===== src/rtl/fifo_status_ctrl_if.sv =====
// ============================================================================
// Module   : fifo_status_ctrl_if
// Brief    : Request, pointer and status bundle for the FIFO status controller.
// Revision : 1.0
// ============================================================================
`default_nettype none

interface fifo_status_ctrl_if #(
    parameter int PTR_SIZE = 3
);
    logic                wr_req;
    logic                rd_req;
    logic [PTR_SIZE:0]   wr_ptr;
    logic [PTR_SIZE:0]   rd_ptr;
    logic                err_clr;
    logic                full;
    logic                empty;
    logic                almost_full;
    logic                almost_empty;
    logic [PTR_SIZE:0]   fill_level;
    logic                overflow;
    logic                underflow;
    logic                ptr_mismatch;

    modport master (
        output wr_req, rd_req, wr_ptr, rd_ptr, err_clr,
        input  full, empty, almost_full, almost_empty, fill_level,
               overflow, underflow, ptr_mismatch
    );

    modport slave (
        input  wr_req, rd_req, wr_ptr, rd_ptr, err_clr,
        output full, empty, almost_full, almost_empty, fill_level,
               overflow, underflow, ptr_mismatch
    );
endinterface

`default_nettype wire


===== src/rtl/fifo_status_ctrl.sv =====
// ============================================================================
// Module   : fifo_status_ctrl
// Brief    : FIFO occupancy counter with registered full/empty/almost flags,
//            sticky overflow/underflow errors and a pointer-consistency check.
// Revision : 1.0
// ============================================================================
`default_nettype none

module fifo_status_ctrl #(
    parameter int OSTD_NUM      = 8,
    parameter int PTR_SIZE      = 3,
    parameter int AFULL_THRESH  = 6,
    parameter int AEMPTY_THRESH = 2
) (
    input  logic             clk_in,
    input  logic             sreset,
    fifo_status_ctrl_if.slave bus
);
    localparam int W = PTR_SIZE + 1;
    localparam logic [W-1:0] C_DEPTH  = W'(OSTD_NUM);
    localparam logic [W-1:0] C_AFULL  = W'(AFULL_THRESH);
    localparam logic [W-1:0] C_AEMPTY = W'(AEMPTY_THRESH);
    localparam logic [W-1:0] C_ONE    = W'(1);
    localparam logic [W-1:0] C_ZERO   = '0;

    logic         wr_acc;
    logic         rd_acc;
    logic [W-1:0] fill_nxt;
    logic [W-1:0] ptr_diff;

    // Acceptance mirrors the pointer updaters so the count tracks them exactly.
    always_comb begin
        wr_acc   = bus.wr_req & ~bus.full;
        rd_acc   = bus.rd_req & ~bus.empty;
        fill_nxt = bus.fill_level;
        case ({wr_acc, rd_acc})
            2'b10:   fill_nxt = bus.fill_level + C_ONE;
            2'b01:   fill_nxt = bus.fill_level - C_ONE;
            default: fill_nxt = bus.fill_level;
        endcase
        ptr_diff = bus.wr_ptr - bus.rd_ptr;
    end

    always_ff @(posedge clk_in) begin
        if (sreset) begin
            bus.fill_level   <= C_ZERO;
            bus.full         <= 1'b0;
            bus.empty        <= 1'b1;
            bus.almost_full  <= 1'b0;
            bus.almost_empty <= 1'b1;
            bus.overflow     <= 1'b0;
            bus.underflow    <= 1'b0;
            bus.ptr_mismatch <= 1'b0;
        end else begin
            bus.fill_level   <= fill_nxt;
            bus.full         <= (fill_nxt == C_DEPTH);
            bus.empty        <= (fill_nxt == C_ZERO);
            bus.almost_full  <= (fill_nxt >= C_AFULL);
            bus.almost_empty <= (fill_nxt <= C_AEMPTY);
            // Sticky errors: a new set condition beats a simultaneous clear.
            bus.overflow     <= (bus.wr_req & bus.full) |
                                (bus.overflow & ~bus.err_clr);
            bus.underflow    <= (bus.rd_req & bus.empty) |
                                (bus.underflow & ~bus.err_clr);
            bus.ptr_mismatch <= (ptr_diff != bus.fill_level) |
                                (bus.ptr_mismatch & ~bus.err_clr);
        end
    end

endmodule

`default_nettype wire


===== src/flat_wrapper.sv =====
// flat-port wrapper written by rule: the top's interface ports become plain ports
module fifo_status_ctrl_flat 
#(
    parameter int OSTD_NUM      = 8,
    parameter int PTR_SIZE      = 3,
    parameter int AFULL_THRESH  = 6,
    parameter int AEMPTY_THRESH = 2
)
  (clk_in, sreset, bus_wr_req, bus_rd_req, bus_wr_ptr, bus_rd_ptr, bus_err_clr, bus_full, bus_empty, bus_almost_full, bus_almost_empty, bus_fill_level, bus_overflow, bus_underflow, bus_ptr_mismatch);
  fifo_status_ctrl_if #(.PTR_SIZE(PTR_SIZE)) bus_i ();
  input  logic clk_in;
  input  logic sreset;
  input wire logic [$bits(bus_i.wr_req)-1:0] bus_wr_req;
  input wire logic [$bits(bus_i.rd_req)-1:0] bus_rd_req;
  input wire logic [$bits(bus_i.wr_ptr)-1:0] bus_wr_ptr;
  input wire logic [$bits(bus_i.rd_ptr)-1:0] bus_rd_ptr;
  input wire logic [$bits(bus_i.err_clr)-1:0] bus_err_clr;
  output wire logic [$bits(bus_i.full)-1:0] bus_full;
  output wire logic [$bits(bus_i.empty)-1:0] bus_empty;
  output wire logic [$bits(bus_i.almost_full)-1:0] bus_almost_full;
  output wire logic [$bits(bus_i.almost_empty)-1:0] bus_almost_empty;
  output wire logic [$bits(bus_i.fill_level)-1:0] bus_fill_level;
  output wire logic [$bits(bus_i.overflow)-1:0] bus_overflow;
  output wire logic [$bits(bus_i.underflow)-1:0] bus_underflow;
  output wire logic [$bits(bus_i.ptr_mismatch)-1:0] bus_ptr_mismatch;
  assign bus_i.wr_req = bus_wr_req;
  assign bus_i.rd_req = bus_rd_req;
  assign bus_i.wr_ptr = bus_wr_ptr;
  assign bus_i.rd_ptr = bus_rd_ptr;
  assign bus_i.err_clr = bus_err_clr;
  assign bus_full = bus_i.full;
  assign bus_empty = bus_i.empty;
  assign bus_almost_full = bus_i.almost_full;
  assign bus_almost_empty = bus_i.almost_empty;
  assign bus_fill_level = bus_i.fill_level;
  assign bus_overflow = bus_i.overflow;
  assign bus_underflow = bus_i.underflow;
  assign bus_ptr_mismatch = bus_i.ptr_mismatch;
  fifo_status_ctrl #(.OSTD_NUM(OSTD_NUM), .PTR_SIZE(PTR_SIZE), .AFULL_THRESH(AFULL_THRESH), .AEMPTY_THRESH(AEMPTY_THRESH)) u_core (.clk_in(clk_in), .sreset(sreset), .bus(bus_i));
endmodule

===== config.mk =====
export PLATFORM = sky130hd
export DESIGN_NAME = fifo_status_ctrl_flat
export DESIGN_NICKNAME = d
export VERILOG_FILES = /design/src/rtl/fifo_status_ctrl_if.sv /design/src/rtl/fifo_status_ctrl.sv /design/src/flat_wrapper.sv
export SDC_FILE = /design/constraint.sdc
export NUM_CORES = 1
export LEC_CHECK = 0
export ABC_AREA = 1
export CORE_ASPECT_RATIO = 1.25
export CORE_UTILIZATION = 42
export CTS_BUF_LIST = sky130_fd_sc_hd__clkbuf_2 sky130_fd_sc_hd__clkbuf_4 sky130_fd_sc_hd__clkbuf_8
export CTS_CLUSTER_SIZE = 8
export DETAILED_ROUTE_END_ITERATION = 8
export PLACE_DENSITY = 0.77
export SLEW_MARGIN = 10
export SYNTH_ARGS = -nofsm -noshare
export SYNTH_HDL_FRONTEND = slang
export SYNTH_SLANG_ARGS = --single-unit
export TNS_END_PERCENT = 30

===== constraint.sdc =====
create_clock -name clk_in -period 1.6 [get_ports clk_in]
set_input_delay 0.16 -clock clk_in [delete_from_list [all_inputs] [get_ports clk_in]]
set_output_delay 0.16 -clock clk_in [all_outputs]
set_load 0.005 [all_outputs]

# Yosys cells after proc, flatten, opt, wreduce, memory -nomap -nowiden
# Cells that the tools add are included.
totals:
  reg_bits: 11
  input_bits: 13
  out_inout_bits: 11
  wordCells: 32
op_classes:
  addsub: 3
  order_cmp: 2
  eq_ne: 4
  mux: 1
  n_bitwise: 13
  n_reduce_logical: 1
op_table:
  columns: ["operator", "n"]
  rows:
  - ["$pmux W4 S2", 1]
  - ["$and A1 B1 Y1", 7]
  - ["$add A4 B1 Y4 const B", 1]
  - ["$eq A4 B4 Y1 const B", 1]
  - ["$ge A4 B3 Y1 const B", 1]
  - ["$le A4 B2 Y1 const B", 1]
  - ["$logic_not A4 Y1", 1]
  - ["$ne A4 B4 Y1", 1]
  - ["$sub A4 B1 Y4 const B", 1]
  - ["$sub A4 B4 Y4", 1]
  - ["$not A1 Y1", 3]
  - ["$or A1 B1 Y1", 3]
  - ["$eq A2 B1 Y1 const B", 1]
  - ["$eq A2 B2 Y1 const B", 1]

# Depth between registers and ports, before layout
logic_depth:
  ltp_word: 5
  mapped_depth: 17
  depth_no_buf: 17

# Worst setup path after synthesis
# OpenSTA, ideal clock, no wires.
synth_timing:
  path_kind: "register to register"
  from: "register u_core.bus.empty"
  to: "register u_core.bus.empty"
  setup_ns: 0.056
  arrival_ns: 1.644
  t_required_ns: 1.544
  path_slack_ns: -0.100
  stages_incl_launch_ff: 13
  path_buffers: 0
  period_less_slack_ns: 1.700
  path_cell_list: "dfxtp_1 > nor2_1 > ha_1 > nand2_1 > inv_2 > nor2_4 > ha_1 > o21a_1 > nor2_1 > nand2_1 > nand2_1 > nand2_1 > inv_1"
synth_between:
  elab_chain_cells: 5
  elab_cells_between_ends: 6
  cone_classes: "eq/ne: 2; mux: 1; bitwise: 2; reduce/logical: 1"
synth_lines:
  columns: ["item", "line_no", "rtl"]
  rows:
  - ["start, declared", "fifo_status_ctrl_if.sv:33", "output full, empty, almost_full, almost_empty, fill_level,"]
  - ["start signal, assigned", "fifo_status_ctrl.sv:57", "bus.empty <= (fill_nxt == C_ZERO);"]
  - ["$not A1 Y1 *", "fifo_status_ctrl.sv:34", "rd_acc = bus.rd_req & ~bus.empty;"]
  - ["$and A1 B1 Y1 *", "fifo_status_ctrl.sv:34", null]
  - ["$eq A2 B1 Y1 / $eq A2 B2 Y1 (equally long branches)", "fifo_status_ctrl.sv:36", "case ({wr_acc, rd_acc})"]
  - ["$pmux W4 S2 *", "fifo_status_ctrl.sv:36", null]
  - ["$logic_not A4 Y1 *", "fifo_status_ctrl.sv:57", null]
# Mark *: on every way between the ends. The rest lies on a longest branch, timed or not.
# A chain may end at the register's enable or synchronous reset.

# Worst setup path after layout
layout_timing:
  from: "register u_core.bus.full"
  to: "register u_core.bus.almost_full"
layout_between:
  elab_chain_cells: 5
  elab_cells_between_ends: 6
  cone_classes: "order compare: 1; eq/ne: 2; mux: 1; bitwise: 2"
layout_lines:
  columns: ["item", "line_no", "rtl"]
  rows:
  - ["start, declared", "fifo_status_ctrl_if.sv:33", null]
  - ["start signal, assigned", "fifo_status_ctrl.sv:56", "bus.full <= (fill_nxt == C_DEPTH);"]
  - ["$not A1 Y1 *", "fifo_status_ctrl.sv:33", "wr_acc = bus.wr_req & ~bus.full;"]
  - ["$and A1 B1 Y1 *", "fifo_status_ctrl.sv:33", null]
  - ["$eq A2 B1 Y1 / $eq A2 B2 Y1 (equally long branches)", "fifo_status_ctrl.sv:36", null]
  - ["$pmux W4 S2 *", "fifo_status_ctrl.sv:36", null]
  - ["$ge A4 B3 Y1 *", "fifo_status_ctrl.sv:58", "bus.almost_full <= (fill_nxt >= C_AFULL);"]
  - ["end signal, assigned", "fifo_status_ctrl.sv:58", null]
  - ["end, declared", "fifo_status_ctrl_if.sv:33", null]
# Marks and branches as above.

==> flow_results.org <==
** Global routing
- Pin count of the biggest net entering global routing :: 8
- Across every metal layer, demand over resource in global routing totals 19.51%.
- Number of global-route vias before repair :: 741
- Wire length of the first global-routing pass :: 2746 um
- Remaining global-route overflow :: 0
- The initial antenna violation count is 0.

** Clock network
- Clock-pin slew was measured on the worst setup and hold paths at 0.07 ns.
- TritonCTS buffer count :: 3
- Maximum level of the CTS H-tree :: 1
- Cts hold-fix bufs :: 0
- In this run the clock root is driven by a clkbuf_4.
- Counting along the longest clock path gives a buffer depth of 2.
- Sink Count :: 11
- Clock latency on the worst-skew pair :: 0.26 ns
- TritonCTS built the clock tree.

** Yosys
- Cell variety after synth :: 19
- Synthesized area divided by synthesized cell count :: 6.607 um2
- Netlist Area Pre-Place :: 753.2 um2
- Syn Nets :: 134
- Total of flip-flops plus latches after synthesis :: 11
- After synthesis, flip-flops and latches occupy 29.24% of the total area.
- The cell count after synthesis came out at 114.
- The Yosys step of the flow raised 0 warnings.

** Drt
- Via Count :: 812
- Using the TritonRoute via totals, the vias-per-cell ratio works out to 4.721.
- Dividing the detail-routed wire length by the instance count gives 10.83 um.
- Drc violations :: 0
- Remaining antenna violation count :: 0
- Starting DRC count in detailed routing :: 19
- After detailed routing, the total wire length is 1863 um.
- The first detailed-routing pass ran for 4 iterations.

** Floorplanning
- The die covers 1968 um2.
- Measured along the y axis, the die boundary spans 49.35 um.
- The floorplan has 16 rows.
- Core Footprint :: 1622 um2
- Overall die width :: 39.88 um
- In this run the count of I/O pins placed on the die edge is 24.
- Starting density of the core :: 46.45%

** Layout
- Ratio of cells with drive above 1 in the final layout :: 27.27%
- The library cell used most frequently in the layout, excluding fill and tap cells, is nand2_1.
- Most used cells in the layout excluding fill and tap cells :: 36 x nand2_1, 19 x inv_1, 19 x clkdlybuf4s50_1
- Post-synthesis to final-layout area growth :: 60.47%
- For this run, the post-layout net count is 175.
- 0 antenna diodes ended up in the layout.
- Post-route cell area :: 1209 um2

** Timing
- Sum of negative setup slack :: -0.1594 ns
- The final count of pins violating max slew came to 0.
- Setup violators final :: 3
- The final count of hold timing violations is 0.
- In the post-route analysis, the smallest setup slack over all paths is -0.07470 ns.
- Worst clock skew on the final layout :: 0.001715 ns
- Unrepaired setup endpoints after global routing :: true
- The worst pin sits at a relative slew slack of 80.56%.
- Minimum clock period after layout :: 1.675 ns
- Timing would allow up to 597.1 MHz.
- Of the available clock period, the critical path in the final layout requires 104.7%.
- Worst Tran Pin Value :: 0.2907 ns

** Run status
- Failing checks :: setup timing
- Result of the run :: finished, violations left

** Worst setup path
- Arrival time reported for the critical path endpoint :: 1.84 ns
- Critical path type :: reg -> reg
- The worst setup path is launched from a flip-flop.
- Along the worst path, the maximum fanout reaches 3.
- The worst setup path is captured at a flip-flop.
- At the worst endpoint, the required time is 1.76 ns.
- Count of cells along the worst register-to-register path :: 15

** Place
- Once detailed placement completed, the half-perimeter wirelength came to 1374 um.
- Routability-driven placement finished with a final weighted congestion of 0.7871.
- Input and output buffers added on the ports amount to 23.
- Placed cell areas :: 1080 um2

** Power and ir drop
- Worst supply voltage drop on vdd :: 1.061 mV
- Cell area power density :: 1520 nW/um2
- Leakage power of the design :: 0.6121 nW

** Job
- Max-cap check violation count :: 0

** Min path
- The worst hold path belongs to the class in -> reg.
- Depth of the worst hold-timing path :: 3
[per-layer routing]
layer / routed length (um) / vias up / GRT usage [%]
li1: - / 423 / -
met1: 729 / 367 / 21.43
met2: 1044 / 20 / 35.22
met3: 83 / 2 / 1.370
met4: 6 / 0 / 8.046
met5: 0 / - / 0
[power by group]
group | total (W) | switching, W | internal [W]
sequential | 0.000509 | 0.000125 | 0.000385
clock | 0.000205 | 0.0000916 | 0.000113
combinational | 0.00112 | 0.000528 | 0.000595
total | 0.00184 | 0.000744 | 0.00109
[metrics by stage]
stage | util (%) | cells | power, W | worst slack (ns) | hold WS (ns)
finish | 74.54 | 172 | 0.001837 | -0.07470 | 0.3270
global placement | 66.59 | 162 | 0.001425 | -0.4069 | 0.4484
floorplan | - | 114 | 0.001055 | 0.01496 | 0.2291
CTS | 69.83 | 168 | 0.001692 | -0.05747 | 0.3023
global route | 74.54 | 172 | 0.002014 | -0.1840 | 0.3354
detailed placement | 66.59 | 162 | 0.001460 | -0.4455 | 0.4550
[area by class of cell]
type / count / area (um2)
Fill cell: 129 / 412.9
Timing Repair Buffer: 36 / 322.8
Clock buffer: 4 / 30.03
Sequential cell: 11 / 224.0
Inverter: 24 / 90.09
Multi-Input combinational cell: 79 / 519.2
Tap cell: 18 / 22.52
[timing repair]
| action | 4_1_cts | 5_1_grt |
|---|---|---|
| gates cloned | 0 | 0 |
| endpoints found under the setup margin | 7 | 7 |
| setup buffers | 2 | 4 |
| resized for setup | 9 | 11 |
| pin swaps | 9 | 7 |
[cells by family (layout without fill, tap and decap cells)]
logic type | Yosys count | after routing | share of synthesized area [%]
and+or+nand+nor | 60 | 60 | 35.38
buffers and inverters | 24 | 64 | 11.96
DFF | 11 | 11 | 29.24
AOI/OAI and AO/OA | 8 | 8 | 6.146
adders and majority gates | 7 | 7 | 12.62
xor gates and xnor gates | 4 | 4 | 4.651
[synthesized netlist by cell type]
cell	number	area [um2]
ha_1	6	75.07
o21ai_0	1	5.000
nand3_1	5	25.02
a21oi_1	5	25.02
or2_0	1	6.260
nor2_1	9	33.78
nand2b_1	1	6.260
inv_2	3	11.26
o21a_1	1	7.510
xnor2_1	4	35.03
nand3_2	3	30.03
nand2_2	1	6.260
nand2_1	38	142.6
nor2_4	1	11.26
inv_1	21	78.83
nor3_1	1	5.000
o21ai_2	1	8.760
fa_1	1	20.02
dfxtp_1	11	220.2
[state kept, by name, indices dropped and copies added (netlist names)]
register	flops
u_core.bus.overflow	1
u_core.bus.ptr_mismatch	1
u_core.bus.empty	1
u_core.bus.almost_full	1
u_core.bus.full	1
u_core.bus.underflow	1
u_core.bus.almost_empty	1
u_core.bus.fill_level	4
[critical path: stages (launching register included)]
cell     delay, ns
dfxtp_2       0.34
inv_2         0.07
nand2_4       0.05
ha_4          0.17
nand2_2       0.07
inv_2         0.05
nor2_4        0.12
ha_4          0.13
inv_1         0.03
nand2_1       0.07
inv_1         0.05
nand2_1       0.07
nand3_2       0.09
buf_4         0.14
nand3_1       0.07
nand2_1       0.05
[worst paths after layout]
check,start,end,slack [ns]
hold / removal,bus_rd_req,u_core.bus.underflow,0.33
hold reg to reg,u_core.bus.underflow,u_core.bus.underflow,0.46
setup reg to reg,u_core.bus.full,u_core.bus.almost_full,-0.07
setup / recovery,u_core.bus.full,u_core.bus.almost_full,-0.07
Note: power is estimated with default switching activity, not from simulation.
